`src/rtl/nc_array_pkg.sv`:
```
// Shared definitions for the systolic array front end: default geometry,
// west feeder state encoding and the row slice helper.
package nc_array_pkg;

    localparam int NC_ROWS   = 4;
    localparam int NC_DATA_W = 32;

    typedef enum logic [1:0] {
        FS_IDLE   = 2'd0,
        FS_STREAM = 2'd1,
        FS_DRAIN  = 2'd2,
        FS_DONE   = 2'd3
    } feeder_state_e;

    // Bit offset of row 'row' inside a packed row-major vector.
    function automatic int row_lsb(input int row, input int width);
        return row * width;
    endfunction

endpackage

```
`src/rtl/skew_delay_line.sv`:
```
// Fixed-depth shift line carrying one west-edge row plus its valid flag;
// DEPTH registers including the output register.
module skew_delay_line #(
    parameter int DEPTH  = 1,
    parameter int DATA_W = 32
) (
    input  logic              clk,
    input  logic              rst_n,
    input  logic              clear,
    input  logic [DATA_W-1:0] d,
    input  logic              dv,
    output logic [DATA_W-1:0] q,
    output logic              qv
);

    logic [DATA_W-1:0] data_q [DEPTH];
    logic [DATA_W-1:0] data_d [DEPTH];
    logic [DEPTH-1:0]  valid_q;
    logic [DEPTH-1:0]  valid_d;

    always_comb begin
        for (int i = 0; i < DEPTH; i++) begin
            data_d[i]  = '0;
            valid_d[i] = 1'b0;
        end
        if (!clear) begin
            data_d[0]  = d;
            valid_d[0] = dv;
            for (int i = 1; i < DEPTH; i++) begin
                data_d[i]  = data_q[i-1];
                valid_d[i] = valid_q[i-1];
            end
        end
    end

    always_ff @(posedge clk or negedge rst_n) begin
        if (!rst_n) begin
            for (int i = 0; i < DEPTH; i++) begin
                data_q[i] <= '0;
            end
            valid_q <= '0;
        end else begin
            data_q  <= data_d;
            valid_q <= valid_d;
        end
    end

    assign q  = data_q[DEPTH-1];
    assign qv = valid_q[DEPTH-1];

endmodule

```
`src/rtl/systolic_west_feeder.sv`:
```
// Accepts one activation vector per cycle and presents it skewed on the
// array west edge (row r delayed r cycles), with compute enable and tile done.
module systolic_west_feeder
    import nc_array_pkg::*;
#(
    parameter int ROWS   = NC_ROWS,
    parameter int DATA_W = NC_DATA_W
) (
    input  logic                   clk,
    input  logic                   rst_n,
    input  logic                   clear,
    input  logic [ROWS*DATA_W-1:0] in_data,
    input  logic                   in_valid,
    input  logic                   in_last,
    output logic                   in_ready,
    output logic [ROWS*DATA_W-1:0] west_data,
    output logic [ROWS-1:0]        west_valid,
    output logic                   compute,
    output logic                   busy,
    output logic                   done
);

    localparam int              CNT_W      = $clog2(ROWS) + 1;
    localparam logic [CNT_W-1:0] DRAIN_LAST = CNT_W'((ROWS > 1) ? ROWS - 2 : 0);

    feeder_state_e    state_q, state_d;
    logic [CNT_W-1:0] drain_cnt_q, drain_cnt_d;
    logic             compute_q, compute_d;
    logic             done_q, done_d;
    logic             armed_q;
    logic             accept;

    // done_q marks the first IDLE cycle after DONE; the tile is still
    // leaving the array then, so no new beat is taken in that cycle.
    assign in_ready = armed_q && !done_q && !clear &&
                      ((state_q == FS_IDLE) || (state_q == FS_STREAM));
    assign accept   = in_valid && in_ready;

    always_comb begin
        state_d     = state_q;
        drain_cnt_d = drain_cnt_q;
        case (state_q)
            FS_IDLE, FS_STREAM: begin
                if (accept) begin
                    drain_cnt_d = '0;
                    if (!in_last) begin
                        state_d = FS_STREAM;
                    end else if (ROWS > 1) begin
                        state_d = FS_DRAIN;
                    end else begin
                        state_d = FS_DONE;
                    end
                end
            end
            FS_DRAIN: begin
                if (drain_cnt_q == DRAIN_LAST) begin
                    state_d = FS_DONE;
                end else begin
                    drain_cnt_d = drain_cnt_q + CNT_W'(1);
                end
            end
            FS_DONE: state_d = FS_IDLE;
            default: state_d = FS_IDLE;
        endcase
        if (clear) begin
            state_d     = FS_IDLE;
            drain_cnt_d = '0;
        end
    end

    assign compute_d = !clear && (accept || (state_q == FS_STREAM) || (state_q == FS_DRAIN));
    assign done_d    = !clear && (state_q == FS_DONE);

    always_ff @(posedge clk or negedge rst_n) begin
        if (!rst_n) begin
            state_q     <= FS_IDLE;
            drain_cnt_q <= '0;
            compute_q   <= 1'b0;
            done_q      <= 1'b0;
            armed_q     <= 1'b0;
        end else begin
            state_q     <= state_d;
            drain_cnt_q <= drain_cnt_d;
            compute_q   <= compute_d;
            done_q      <= done_d;
            armed_q     <= 1'b1;
        end
    end

    assign compute = compute_q;
    assign done    = done_q;
    assign busy    = (state_q != FS_IDLE);

    for (genvar r = 0; r < ROWS; r++) begin : g_row
        logic [DATA_W-1:0] row_in;

        assign row_in = accept ? in_data[row_lsb(r, DATA_W) +: DATA_W] : '0;

        skew_delay_line #(
            .DEPTH  (r + 1),
            .DATA_W (DATA_W)
        ) u_skew (
            .clk   (clk),
            .rst_n (rst_n),
            .clear (clear),
            .d     (row_in),
            .dv    (accept),
            .q     (west_data[row_lsb(r, DATA_W) +: DATA_W]),
            .qv    (west_valid[r])
        );
    end

endmodule
```
`config.mk`:
```
export PLATFORM = sky130hd
export DESIGN_NAME = systolic_west_feeder
export DESIGN_NICKNAME = d
export VERILOG_FILES = /design/src/rtl/nc_array_pkg.sv /design/src/rtl/skew_delay_line.sv /design/src/rtl/systolic_west_feeder.sv
export SDC_FILE = /design/constraint.sdc
export NUM_CORES = 1
export LEC_CHECK = 0
export CAP_MARGIN = 40
export CORE_ASPECT_RATIO = 0.9
export CORE_MARGIN = 2
export CORE_UTILIZATION = 40
export DETAILED_ROUTE_END_ITERATION = 16
export GPL_ROUTABILITY_DRIVEN = 0
export PLACE_DENSITY = 0.69
export SLEW_MARGIN = 20
export SYNTH_ARGS = -nofsm -noshare
export SYNTH_HDL_FRONTEND = slang
export SYNTH_SLANG_ARGS = --single-unit
export TNS_END_PERCENT = 100
```
`constraint.sdc`:
```
create_clock -name clk -period 1.4 [get_ports clk]
set_input_delay 0.21 -clock clk [delete_from_list [all_inputs] [get_ports clk]]
set_output_delay 0.21 -clock clk [all_outputs]
set_load 0.1 [all_outputs]
```
Word-level counts from Yosys, hierarchy flattened:

Cells that the tools add are included.

* add/sub/neg operators: 1
* equality and inequality tests: 7
* multiplexer cells: 21
* reduce and logical (&&, ||, !) cells: 17

Operator list (count)
* $mux W32: 5
* $mux W128: 1
* $mux W96: 1
* $mux W64: 1
* $mux W3: 4
* $mux W2: 5
* $ne A3 B3 Y1 const B: 3
* $logic_and A1 B1 Y1: 6
* $pmux W2 S3: 1
* $pmux W3 S2: 1
* $eq A2 B2 Y1 const B: 2
* $mux W4: 1
* $add A3 B1 Y3 const B: 1
* $eq A3 B2 Y1 const B: 1
* $logic_or A1 B1 Y1: 3
* $reduce_and A3 Y1: 1
* $reduce_bool A3 Y1: 1
* $eq A2 B1 Y1 const B: 1
* $logic_not A1 Y1: 2
* $logic_not A2 Y1: 1
* $reduce_and A2 Y1: 1
* $reduce_bool A2 Y1: 1
* $reduce_or A2 Y1: 1
* $mux W1: 1

* bits in registers: 338
* input port bits: 133
* output and inout bits: 136
* logic and storage cells: 65

Longest topological paths before layout:

Gate-level depths: netlist of run 1.

* depth after elaboration: 8
* depth in mapped cells: 5
* gate-level depth less buffers: 5

Modules after synthesis:

A second synthesis of run 1 with hierarchy kept.

* cells, all modules: 978
* area, all modules: 12630.9 sq um

Modules (own cells, without submodules)
* skew_delay_line at g_row[3].u_skew: instances 1, cells each 310, area each 4459.3 sq um, sequential area each 3303.2 sq um
* skew_delay_line at g_row[2].u_skew: instances 1, cells each 241, area each 3410.8 sq um, sequential area each 2477.4 sq um
* skew_delay_line at g_row[1].u_skew: instances 1, cells each 171, area each 2367.3 sq um, sequential area each 1651.6 sq um
* systolic_west_feeder: instances 1, cells each 187, area each 1338.8 sq um, sequential area each 200.2 sq um
* skew_delay_line at g_row[0].u_skew: instances 1, cells each 69, area each 1054.8 sq um, sequential area each 825.8 sq um

Worst setup path before layout of run 1:

Ideal clock, no wire load.

* path type: reg-to-reg
* from: register done_q, in the netlist done
* to: register g_row[2].u_skew.data_q[89] (netlist bit)
* setup time: 0.071 ns
* arrival: 2.389 ns
* required time: 1.329 ns
* path slack: -1.061 ns
* stages on the path, launching flop included: 4
* clock period less this slack: 2.461 ns
* cells stage by stage: dfrtp_1 nor4b_4 clkbuf_1 and3_1

RTL lines
* start, declared: line systolic_west_feeder.sv:29 `logic done_q, done_d;`
* start signal, assigned: line systolic_west_feeder.sv:85 `done_q <= done_d;`
* end signal, assigned: line skew_delay_line.sv:43 `data_q <= data_d;`
* end, declared: line skew_delay_line.sv:16 `logic [DATA_W-1:0] data_q [DEPTH];`

Worst setup path in the final report of run 1:

* from: register done_q, in the netlist done
* to: output port in_ready

* longest elaborated chain between the ends: 4

RTL lines
* $logic_not A1 Y1: line systolic_west_feeder.sv:35 `assign in_ready = armed_q && !done_q && !clear &&`
* $logic_and A1 B1 Y1 (3 in series): line systolic_west_feeder.sv:35
* end, declared: line systolic_west_feeder.sv:15 `output logic in_ready,`

No other way between the ends.

==> reports/metrics.csv, run 1 <==
stage,metric,value,unit
placed_design,pre_cts_slack,-0.00815,ns
yosys,synth_top_area_frac,0.720,
worst_hold_path,hold_class,in2reg,
grt,antenna_found_initial,0,
yosys,ys_seq_area_frac,0.720,
pwr,sw_frac_of_total,0.222,
critical_path,worstPathRequired,1.19,ns
finish,insertedDiodeCount,0,
pwr,net-switching-power,4.61,mW
finish,area_delta_synth_final,48.8,%
pwr,peakVddDrop,998,uV
route,drtIter0Drc,265,
finish,drive_gt1_frac,0.239,
sta,hold_ws,0.122,ns
sta,min_period_over_period,1.27,
critical_path,worstSetupEndpointType,output pin,
floorplanning,die_w,183,um
sta,skew,0.0126,ns
pwr,power_frac_comb,0.097,
finish,instances_no_fill,1437,
sta,clock.fmax,561,MHz
yosys,yosys_warnings,0,
pwr,power_frac_clock,0.428,
floorplanning,initial_core_util,0.410,
critical_path,worstPathMaxFanout,2,
route,ant_nets,0,
floorplanning,core_area,28200,um^2
sta,final_max_slew_viol_count,0,
cts,htreeDepth,2,
pwr,intPower,16.2,mW
grt,grt.overflow.total,0,
pwr,leakagePower,8.52,nW
cts,numCtsBuffers,35,
sta,setup_slack,-0.383,ns
finish,design_area,17200,um^2
route,routed_wl,23800,um
sta,period_minus_slack,1.78,ns
cts,clk_path_buf_depth,3,
critical_path,critPathLaunchType,register,
critical_path,arrival,1.57,ns
finish,nFillCells,2065,
finish,final_util,0.610,
yosys,synth_cell_types,24,
grt,grt_util_all_layers,0.159,
grt,grt_first_pass_wirelength,36500,um
yosys,ys_ff_latch,332,
critical_path,critPathKind,reg2out,
cts,clock_sinks,332,
route,post_drt_wl_per_cell,16.5,um
route,firstDrtPassIters,4,
sta,setup_viol,125,
sta,finalSetupTns,-20.15,ns
pwr,seq_power_share,0.475,
route,drc,0,
yosys,synth_top_area_cell,dfrtp_1,
floorplanning,ioPinCount,269,
yosys,ys_top_cells_by_area,"dfrtp_1 72%, nor2b_1 11%, and3_1 6.9%",
floorplanning,rows,58,
pwr,p_per_area,1210,nW/um^2
yosys,syn_area,11500,um^2
cts,path_clk_slew,0.06,ns
placed_design,hpwlAfterDp,14900,um
yosys,syn_nets,977,
grt,grt_pass1_vias,6632,
cts,clock-root-buffer,clkbuf_16,
floorplanning,die-area,30200,um^2
route,via_per_inst,4.48,
sta,hold_viol,0,
placed_design,post-place-cells,1349,
cts,cts_tree,done,
yosys,syn_inst,842,
sta,rsz0062_at_grt,yes,
cts,clkLatencyLatePin,0.49,ns
flow_run,maxCapViolCount,0,
floorplanning,die_h,165,um
pwr,p_total,20.8,mW
placed_design,placedInstanceArea,15500,um^2
grt,grt_max_degree,130,
placed_design,portBuffers,268,
outcome,run_status,"complete, but fails checks",
yosys,syn_area_per_cell,13.7,um^2
outcome,violations,negative setup slack,
finish,nNetsFinal,1190,
route,vias,6442,
cells in the mapped netlist:
cell type,instances
dfrtp_1,332
nor2b_1,198
and3_1,128
buf_4,100
clkbuf_1,36
buf_2,15
nand3_1,7
nand2b_1,3
nand3b_1,3
or4_1,3
and2_1,2
ha_1,2
o211ai_1,2
a211oi_1,1
a21oi_1,1
a31oi_1,1
clkbuf_2,1
conb_1,1
inv_1,1
nor2_1,1
nor4b_4,1
or2_2,1
or3_1,1
or3b_2,1
layer usage:
layer	wire, um	track usage
met1	8940	0.184
met4	614	0.0538
met3	1970	0.0577
met2	12300	0.275
met5	0	0
sequential cells by signal (all words and copies together), names as in the netlist:
register,count
armed_q,1
compute,1
done,1
drain_cnt_q,3
g_row.u_skew.data_q,192
g_row.u_skew.q,128
g_row.u_skew.valid_q,4
state_q,2
cell type report:
cell class,instances,area [um^2],share of cell area
Sequential cell,332,8310,0.484
Clock inverter,7,114,0.00663
Timing Repair Buffer,328,4990,0.291
Inverter,1,3.75,0.000219
Tap cell,360,450,0.0262
Clock buffer,52,990,0.0576
Multi-Input combinational cell,357,2310,0.134
cell usage in the layout, fill, tap and decap left out, types with 2 or more instances in the layout:
master           synthesis  layout
o211ai_1                 2       2
buf_16                   0       5
dfrtp_1                332     330
clkinv_2                 0       3
dlygate4sd3_1            0       3
and3_4                   0       4
nand3_1                  7       5
and3_1                 128     124
clkbuf_8                 0       5
clkdlybuf4s50_1          0     129
buf_8                    0       3
buf_6                    0       7
nand3b_1                 3       3
ha_1                     2       2
bufinv_16                0       3
nor2b_1                198     198
nand3_2                  0       2
clkbuf_16                0      37
clkbuf_1                36      12
bufbuf_16                0       3
buf_4                  100      21
nand2b_1                 3       3
buf_12                   0     155
or4_1                    3       2
path summary, 6_finish.rpt:
path                                            start                     to  slack [ns]  cells after the start
max reg2reg                                      done   g_row[0].u_skew.q[6]       -0.31                      7
min in group asynchronous                       rst_n  g_row[2].u_skew.q[25]        0.16                      2
min reg2reg                g_row[1].u_skew.data_q[63]  g_row[1].u_skew.q[31]        0.45                      1
max                                              done               in_ready       -0.38                      3
max in group asynchronous                       rst_n  g_row[1].u_skew.q[11]        0.53                      3
min                                             clear         drain_cnt_q[0]        0.12                      4
critical path: stages (launching register included):
cell and delay, ns:
dfrtp_4 0.48, nor4b_4 0.27, buf_6 0.16, buf_12 0.16
power groups by stage:
stage          Clock (mW)  Sequential [mW]  Combinational (mW)
2_1_floorplan           0             10.2               0.642
3_3_place_gp            0             10.0                1.79
3_5_place_dp            0             10.0                1.81
4_1_cts              9.17             9.85                1.98
5_1_grt              9.58             9.86                2.15
6_report             8.89             9.85                2.02
cells by family (layout without fill, tap and decap cells):
family | count (synthesis) | after routing | share of synthesized area
AO/OA/AOI/OAI | 5 | 5 | 0.00293
adder cells (fa/ha/maj) | 2 | 2 | 0.00217
buffers and inverters | 153 | 388 | 0.0840
flip-flops | 332 | 332 | 0.720
other | 1 | 1 | 0.000325
AND/OR/NAND/NOR | 349 | 349 | 0.191
timing repair:
action | 4_1_cts | 5_1_grt
setup buffers | 10 | 8
endpoints found under the setup margin | 76 | 135
hold endpoints to repair | 201 | 3
pin swaps | 0 | 2
gates resized for setup | 16 | 12
gates cloned | 8 | 2
hold buffers | 2 | 1
Note: power is estimated with default switching activity, not from simulation.
==> inputs of run 2 (changes only) <==
Settings changed: CORE_MARGIN 2 to unset, MAX_ROUTING_LAYER set to met4.
==> run 2 against run 1 <==
Against the previous run: the run still ends with negative setup slack left; via count is 1.1% lower; die area is 2.3% lower; core utilization hardly changed.
==> reports/metrics.csv, run 2 (same netlist as run 1, synthesis figures left out) <==
stage,metric,value,unit,change
outcome,run_status,"complete, but fails checks",,
outcome,violations,negative setup slack,,
critical_path,r2r_setup_slack,-0.23,ns,+0.08 ns
critical_path,critPathKind,reg2out,,
critical_path,worstPathMaxFanout,2,,unchanged
cts,cts_tree,done,,
route,drtIter0Drc,287,,+8.3%
sta,setup_slack,-0.363,ns,+0.0202 ns
critical_path,critPathLaunchType,register,,
floorplanning,core_area,28200,um^2,unchanged
finish,mostFrequentLayoutCells,"330 x dfrtp_1, 198 x nor2b_1, 149 x buf_12, 129 x clkdlybuf4s50_1, 125 x and3_1",,
critical_path,critical_path_buf_inv_count,2,,unchanged
floorplanning,die_w,181,um,-1.1%
cts,clock-root-buffer,clkbuf_16,,
floorplanning,die-area,29500,um^2,-2.3%
pwr,p_total,21.7,mW,+4.7%
critical_path,worstSetupEndpointType,output pin,,
sta,worstMarginPinSlew,0.693,ns,
finish,design_area,17200,um^2,about the same
critical_path,rr_endpoint,g_row[1].u_skew.data_q[56],,
pwr,power_frac_comb,0.089,,-0.008
pwr,intPower,16.9,mW,+4.5%
sta,max_slew_margin,0.538,,
cts,clkLatencyLatePin,0.50,ns,about the same
pwr,peakVddDrop,892,uV,-11%
finish,insertedDiodeCount,0,,unchanged
floorplanning,rows,58,,unchanged
placed_design,pre_cts_slack,-0.0194,ns,-0.0112 ns
critical_path,r2r_cells,7,,unchanged
worst_hold_path,hold_depth,4,,unchanged
critical_path,critPathCapture,in_ready,,
finish,area_delta_synth_final,48.7,%,about the same
route,routed_wl,22900,um,-3.6%
critical_path,crit_cells,3,,unchanged
pwr,leakagePower,8.52,nW,about the same
critical_path,slowest_stage,dfrtp_4,,
finish,nFillCells,2048,,-0.82%
critical_path,arrival,1.55,ns,-0.02 ns
cts,htreeDepth,2,,unchanged
floorplanning,die_h,163,um,-1.2%
route,ant_nets,0,,unchanged
route,post_drt_wl_per_cell,16.0,um,-3.4%
route,firstDrtPassIters,4,,unchanged
grt,grt_max_degree,105,,-19%
sta,clock.fmax,567,MHz,+1.1%
pwr,p_per_area,1270,nW/um^2,+4.7%
sta,period_minus_slack,1.76,ns,-0.0202 ns
flow_run,maxCapViolCount,0,,unchanged
finish,final_util,0.609,,about the same
sta,rsz0062_at_grt,yes,,
finish,largest_reg_flops,192,,unchanged
cts,numCtsBuffers,36,,+2.9%
cts,clock_sinks,332,,unchanged
grt,grt.overflow.total,0,,unchanged
pwr,seq_power_share,0.453,,-0.022
sta,finalSetupTns,-12.63,ns,+7.52 ns
sta,final_max_slew_viol_count,0,,unchanged
pwr,power_frac_clock,0.458,,+0.030
grt,grt_pass1_vias,6640,,+0.12%
finish,final_common_cell,dfrtp_1,,
placed_design,placedInstanceArea,15500,um^2,about the same
grt,antenna_found_initial,0,,unchanged
sta,min_period_over_period,1.26,,-0.0145
route,drc,0,,unchanged
critical_path,crit_start,done,,
grt,grt_first_pass_wirelength,35600,um,-2.6%
critical_path,crit_family,flip-flops,,
placed_design,portBuffers,268,,unchanged
finish,drive_gt1_frac,0.245,,+0.00648
finish,largest_register,g_row.u_skew.data_q,,
critical_path,r2r_start,done,,
sta,hold_viol,0,,unchanged
floorplanning,ioPinCount,269,,unchanged
critical_path,cp_cell_sequence,nor4b_4 > buf_6 > buf_12,,
pwr,net-switching-power,4.85,mW,+5.3%
cts,clk_path_buf_depth,3,,unchanged
floorplanning,initial_core_util,0.410,,unchanged
route,vias,6368,,-1.1%
finish,nNetsFinal,1181,,-0.76%
critical_path,max_stage_delay,0.48,ns,about the same
cts,path_clk_slew,0.06,ns,about the same
sta,setup_viol,97,,-22%
route,via_per_inst,4.44,,-0.87%
placed_design,hpwlAfterDp,14700,um,-1.3%
sta,skew,0.0113,ns,-0.00128 ns
grt,grt_util_all_layers,0.161,,+0.00165
critical_path,worstPathRequired,1.19,ns,about the same
pwr,sw_frac_of_total,0.223,,+0.00121
worst_hold_path,hold_class,in2reg,,
-- run 2: repair_timing --
item	4_1_cts	5_1_grt
pin swaps	2	1
gates cloned	3	7
setup buffers	4	3
hold buffers	1	0
endpoints found under the hold margin	35	0
endpoints found under the setup margin	57	131
gates resized for setup	13	13
-- run 2: how the worst min path moves through the flow --
| stage | slack, ns | end | start |
|---|---|---|---|
| 2_1_floorplan | -0.09 | armed_q | rst_n |
| 3_3_place_gp | 0.19 | g_row[2].u_skew.q[25] | rst_n |
| 3_5_place_dp | 0.19 | g_row[2].u_skew.q[30] | rst_n |
| 4_1_cts | 0.12 | drain_cnt_q[2] | clear |
| 5_1_grt | 0.14 | drain_cnt_q[0] | clear |
| 6_report | 0.13 | drain_cnt_q[2] | clear |
-- run 2: worst register-to-register path, stage by stage (launching register included) --
cell       delay, ns
dfrtp_4         0.48
nor4b_4         0.25
buf_6           0.15
buf_4           0.10
buf_6           0.11
clkbuf_16       0.17
buf_12          0.13
and3_4          0.18
-- run 2: per-stage QoR --
stage	hold WS [ns]	std cells
global placement	0.190	1352
CTS	0.115	1425
floorplan	-0.0856	842
finish	0.127	1433
global route	0.136	1433
detailed placement	0.191	1352
-- run 2: power groups by stage --
stage                     Clock (mW)  Combinational (mW)  Sequential [mW]
final                           9.95                1.93             9.85
after global routing            10.7                2.07             9.86
after CTS                       10.2                1.88             9.85
after detailed placement           0                1.81             10.0
after global placement             0                1.79             10.0
after floorplan                    0               0.642             10.2
-- run 2: layout make-up --
type,instances,area (um^2),share of cell area
repair buffers,318,4800,0.280
clock inverters,17,244,0.0142
multi-input cells,357,2300,0.134
inverters,1,3.75,0.000219
flip-flops and latches,332,8310,0.484
clock buffers,48,1050,0.0610
well taps,360,450,0.0262
-- run 2: layer usage --
layer | up-vias | global-route usage | routed length [um]
met5 | - | - | 0
met4 | 0 | 0.0489 | 482
met3 | 39 | 0.0520 | 1670
met2 | 211 | 0.257 | 11600
met1 | 3137 | 0.195 | 9180
li1 | 2981 | - | -
==> inputs of run 3 (changes only) <==
Settings changed: ABC_CLOCK_PERIOD_IN_PS set to 1400, CORE_MARGIN set to 4, TNS_END_PERCENT 100 to 20.
==> run 3 against run 2 <==
Against the previous run: worst hold slack got worse by 0.027 ns; sequential power about the same; critical path type unchanged; total power decreased by 4.8%; cell count decreased by 0.84%; count of clock-buffer cells in the layout increased by 2; critical path depth unchanged; die area increased by 7.1%; global-route usage decreased by 0.95 points; largest cell class unchanged; the flow still finishes with violations (negative setup slack); via count increased by 1.3%; first-iteration DRC count increased by 2.1%; flip-flop and latch count unchanged; routed wire length increased by 6.1%.
==> reports/metrics.csv, run 3 (same netlist as run 1, synthesis figures left out) <==
stage,metric,value,unit,change
critical_path,rr_endpoint,g_row[3].u_skew.data_q[97],,
critical_path,r2r_cells,5,,-2
finish,drive_gt1_frac,0.226,,-0.0187
floorplanning,core_area,28200,um^2,unchanged
pwr,leakagePower,8.37,nW,-1.8%
sta,hold_viol,0,,unchanged
finish,nFillCells,2098,,+2.4%
critical_path,slowest_stage,dfrtp_4,,
route,drc,0,,unchanged
placed_design,portBuffers,268,,unchanged
sta,hold_ws,0.0997,ns,-0.0272 ns
grt,grtUsageMet2,0.243,,-0.0144
sta,period_minus_slack,1.82,ns,+0.0593 ns
cts,clk_path_buf_depth,3,,unchanged
finish,largest_register,g_row.u_skew.data_q,,
cts,htreeDepth,2,,unchanged
route,drtIter0Drc,293,,+2.1%
finish,largest_reg_flops,192,,unchanged
sta,clock.fmax,549,MHz,-3.3%
floorplanning,die_h,169,um,+3.7%
critical_path,cp_cell_sequence,nor4b_4 > buf_6 > buf_12,,
cts,numCtsBuffers,36,,unchanged
sta,max_slew_margin,0.543,,+0.00550
critical_path,worstSetupEndpointType,output pin,,
floorplanning,die-area,31600,um^2,+7.1%
route,vias,6450,,+1.3%
critical_path,arrival,1.61,ns,+0.06 ns
route,post_drt_wl_per_cell,17.1,um,+7.0%
critical_path,critPathKind,reg2out,,
cts,clock_sinks,332,,unchanged
critical_path,worstPathRequired,1.19,ns,about the same
cts,clock-root-buffer,clkbuf_16,,
finish,area_delta_synth_final,46.3,%,
critical_path,r2r_setup_slack,-0.21,ns,+0.02 ns
critical_path,max_stage_delay,0.49,ns,about the same
route,via_per_inst,4.54,,+2.1%
worst_hold_path,hold_class,in2reg,,
finish,nNetsFinal,1173,,-0.68%
floorplanning,ioPinCount,269,,unchanged
sta,setup_viol,126,,+30%
sta,worstMarginPinSlew,0.685,ns,-0.00825 ns
grt,grt.overflow.total,0,,unchanged
grt,antenna_found_initial,1,,+1
placed_design,hpwlAfterDp,15800,um,+7.7%
placed_design,pre_cts_slack,-0.00490,ns,+0.0145 ns
outcome,run_status,"complete, but fails checks",,
sta,rsz0062_at_grt,yes,,
floorplanning,initial_core_util,0.410,,unchanged
pwr,p_per_area,1230,nW/um^2,-3.2%
grt,grt_util_all_layers,0.151,,-0.00947
floorplanning,rows,58,,unchanged
route,routed_wl,24300,um,+6.1%
grt,grt_pass1_vias,6701,,+0.92%
finish,final_common_cell,dfrtp_1,,
sta,setup_slack,-0.422,ns,-0.0593 ns
critical_path,worstPathMaxFanout,3,,+1
critical_path,r2r_start,done,,
route,firstDrtPassIters,4,,unchanged
pwr,peakVddDrop,933,uV,+4.6%
flow_run,maxCapViolCount,0,,unchanged
critical_path,critPathLaunchType,register,,
grt,busiest_layer,met2,,
route,ant_nets,0,,unchanged
finish,mostFrequentLayoutCells,"330 x dfrtp_1, 198 x nor2b_1, 149 x buf_12, 129 x clkdlybuf4s50_1, 124 x and3_1",,
grt,grt_max_degree,99,,-5.7%
sta,skew,0.0159,ns,+0.00455 ns
sta,min_period_over_period,1.30,,+0.0424
grt,grt_use_met3,0.0469,,-0.00506
worst_hold_path,hold_depth,3,,-1
cts,clkLatencyLatePin,0.51,ns,about the same
worst_hold_path,min_from,clear,,
cts,cts_tree,done,,
sta,final_max_slew_viol_count,0,,unchanged
grt,grt_first_pass_wirelength,36700,um,+3.2%
outcome,violations,negative setup slack,,
cts,path_clk_slew,0.06,ns,about the same
floorplanning,die_w,187,um,+3.3%
grt,grtUsageMet1,0.187,,-0.00719
worst_hold_path,whs_endpoint,done,,
-- run 3: worst max path at each step --
stage	cells after the start	startpoint	endpoint	slack, ns
after detailed placement	4	done	g_row[2].u_skew.data_q[69]	-0.005
after global routing	3	done	in_ready	-0.49
final	3	done	in_ready	-0.42
after floorplan	3	done	state_q[1]	-0.1
after global placement	4	done	g_row[3].u_skew.data_q[106]	0.05
after CTS	3	done	in_ready	-0.43
-- run 3: final cells by class --
type	instances	area (um^2)	area share
Tap cell	360	450	0.0267
Multi-Input combinational cell	357	2290	0.135
Clock buffer	50	1010	0.0600
Clock inverter	10	115	0.00682
Inverter	1	3.75	0.000222
Sequential cell	332	8310	0.492
Antenna cell	1	2.50	0.000148
Timing Repair Buffer	310	4700	0.278
-- run 3: repair_timing --
item,4_1_cts,5_1_grt
gates cloned,1,6
setup endpoints to repair,25,136
setup buffers,3,2
hold endpoints to repair,249,2
pin swaps,1,2
gates resized for setup,8,7
hold buffers,1,1
-- run 3: stage by stage --
| step | total power, mW | setup TNS, ns | area [um^2] | utilization | std cells |
|---|---|---|---|---|---|
| 2_1_floorplan | 10.8 | -9.02 | 11600 | - | 842 |
| 3_3_place_gp | 11.8 | 0 | 15500 | 0.549 | 1348 |
| 3_5_place_dp | 11.8 | -0.00955 | 15500 | 0.549 | 1348 |
| 4_1_cts | 20.9 | -9.62 | 16700 | 0.593 | 1413 |
| 5_1_grt | 21.6 | -22.31 | 16900 | 0.600 | 1421 |
| 6_report | 20.7 | -13.68 | 16900 | 0.600 | 1421 |
-- run 3: report_power, final --
| group | total [mW] | leakage (nW) | switching [mW] | internal [mW] |
|---|---|---|---|---|
| combinational | 1.91 | 3.24 | 1.05 | 0.859 |
| clock | 8.93 | 0.552 | 3.65 | 5.28 |
| sequential | 9.85 | 4.59 | 0.0785 | 9.77 |
| total | 20.7 | 8.37 | 4.78 | 15.9 |
-- run 3: layer usage --
metal  share of wire  wire length [um]  vias up
met5               0                 0        -
met2            0.49             12000      204
li1                -                 -     2968
met3           0.069              1690       39
met4           0.022               541        0
met1            0.41             10100     3239
-- run 3: critical path, delay by kind of cell, from the launching register on --
family,cells,cell delay (ns)
buffers and inverters,2,0.34
and+or+nand+nor,1,0.27
DFF,1,0.49
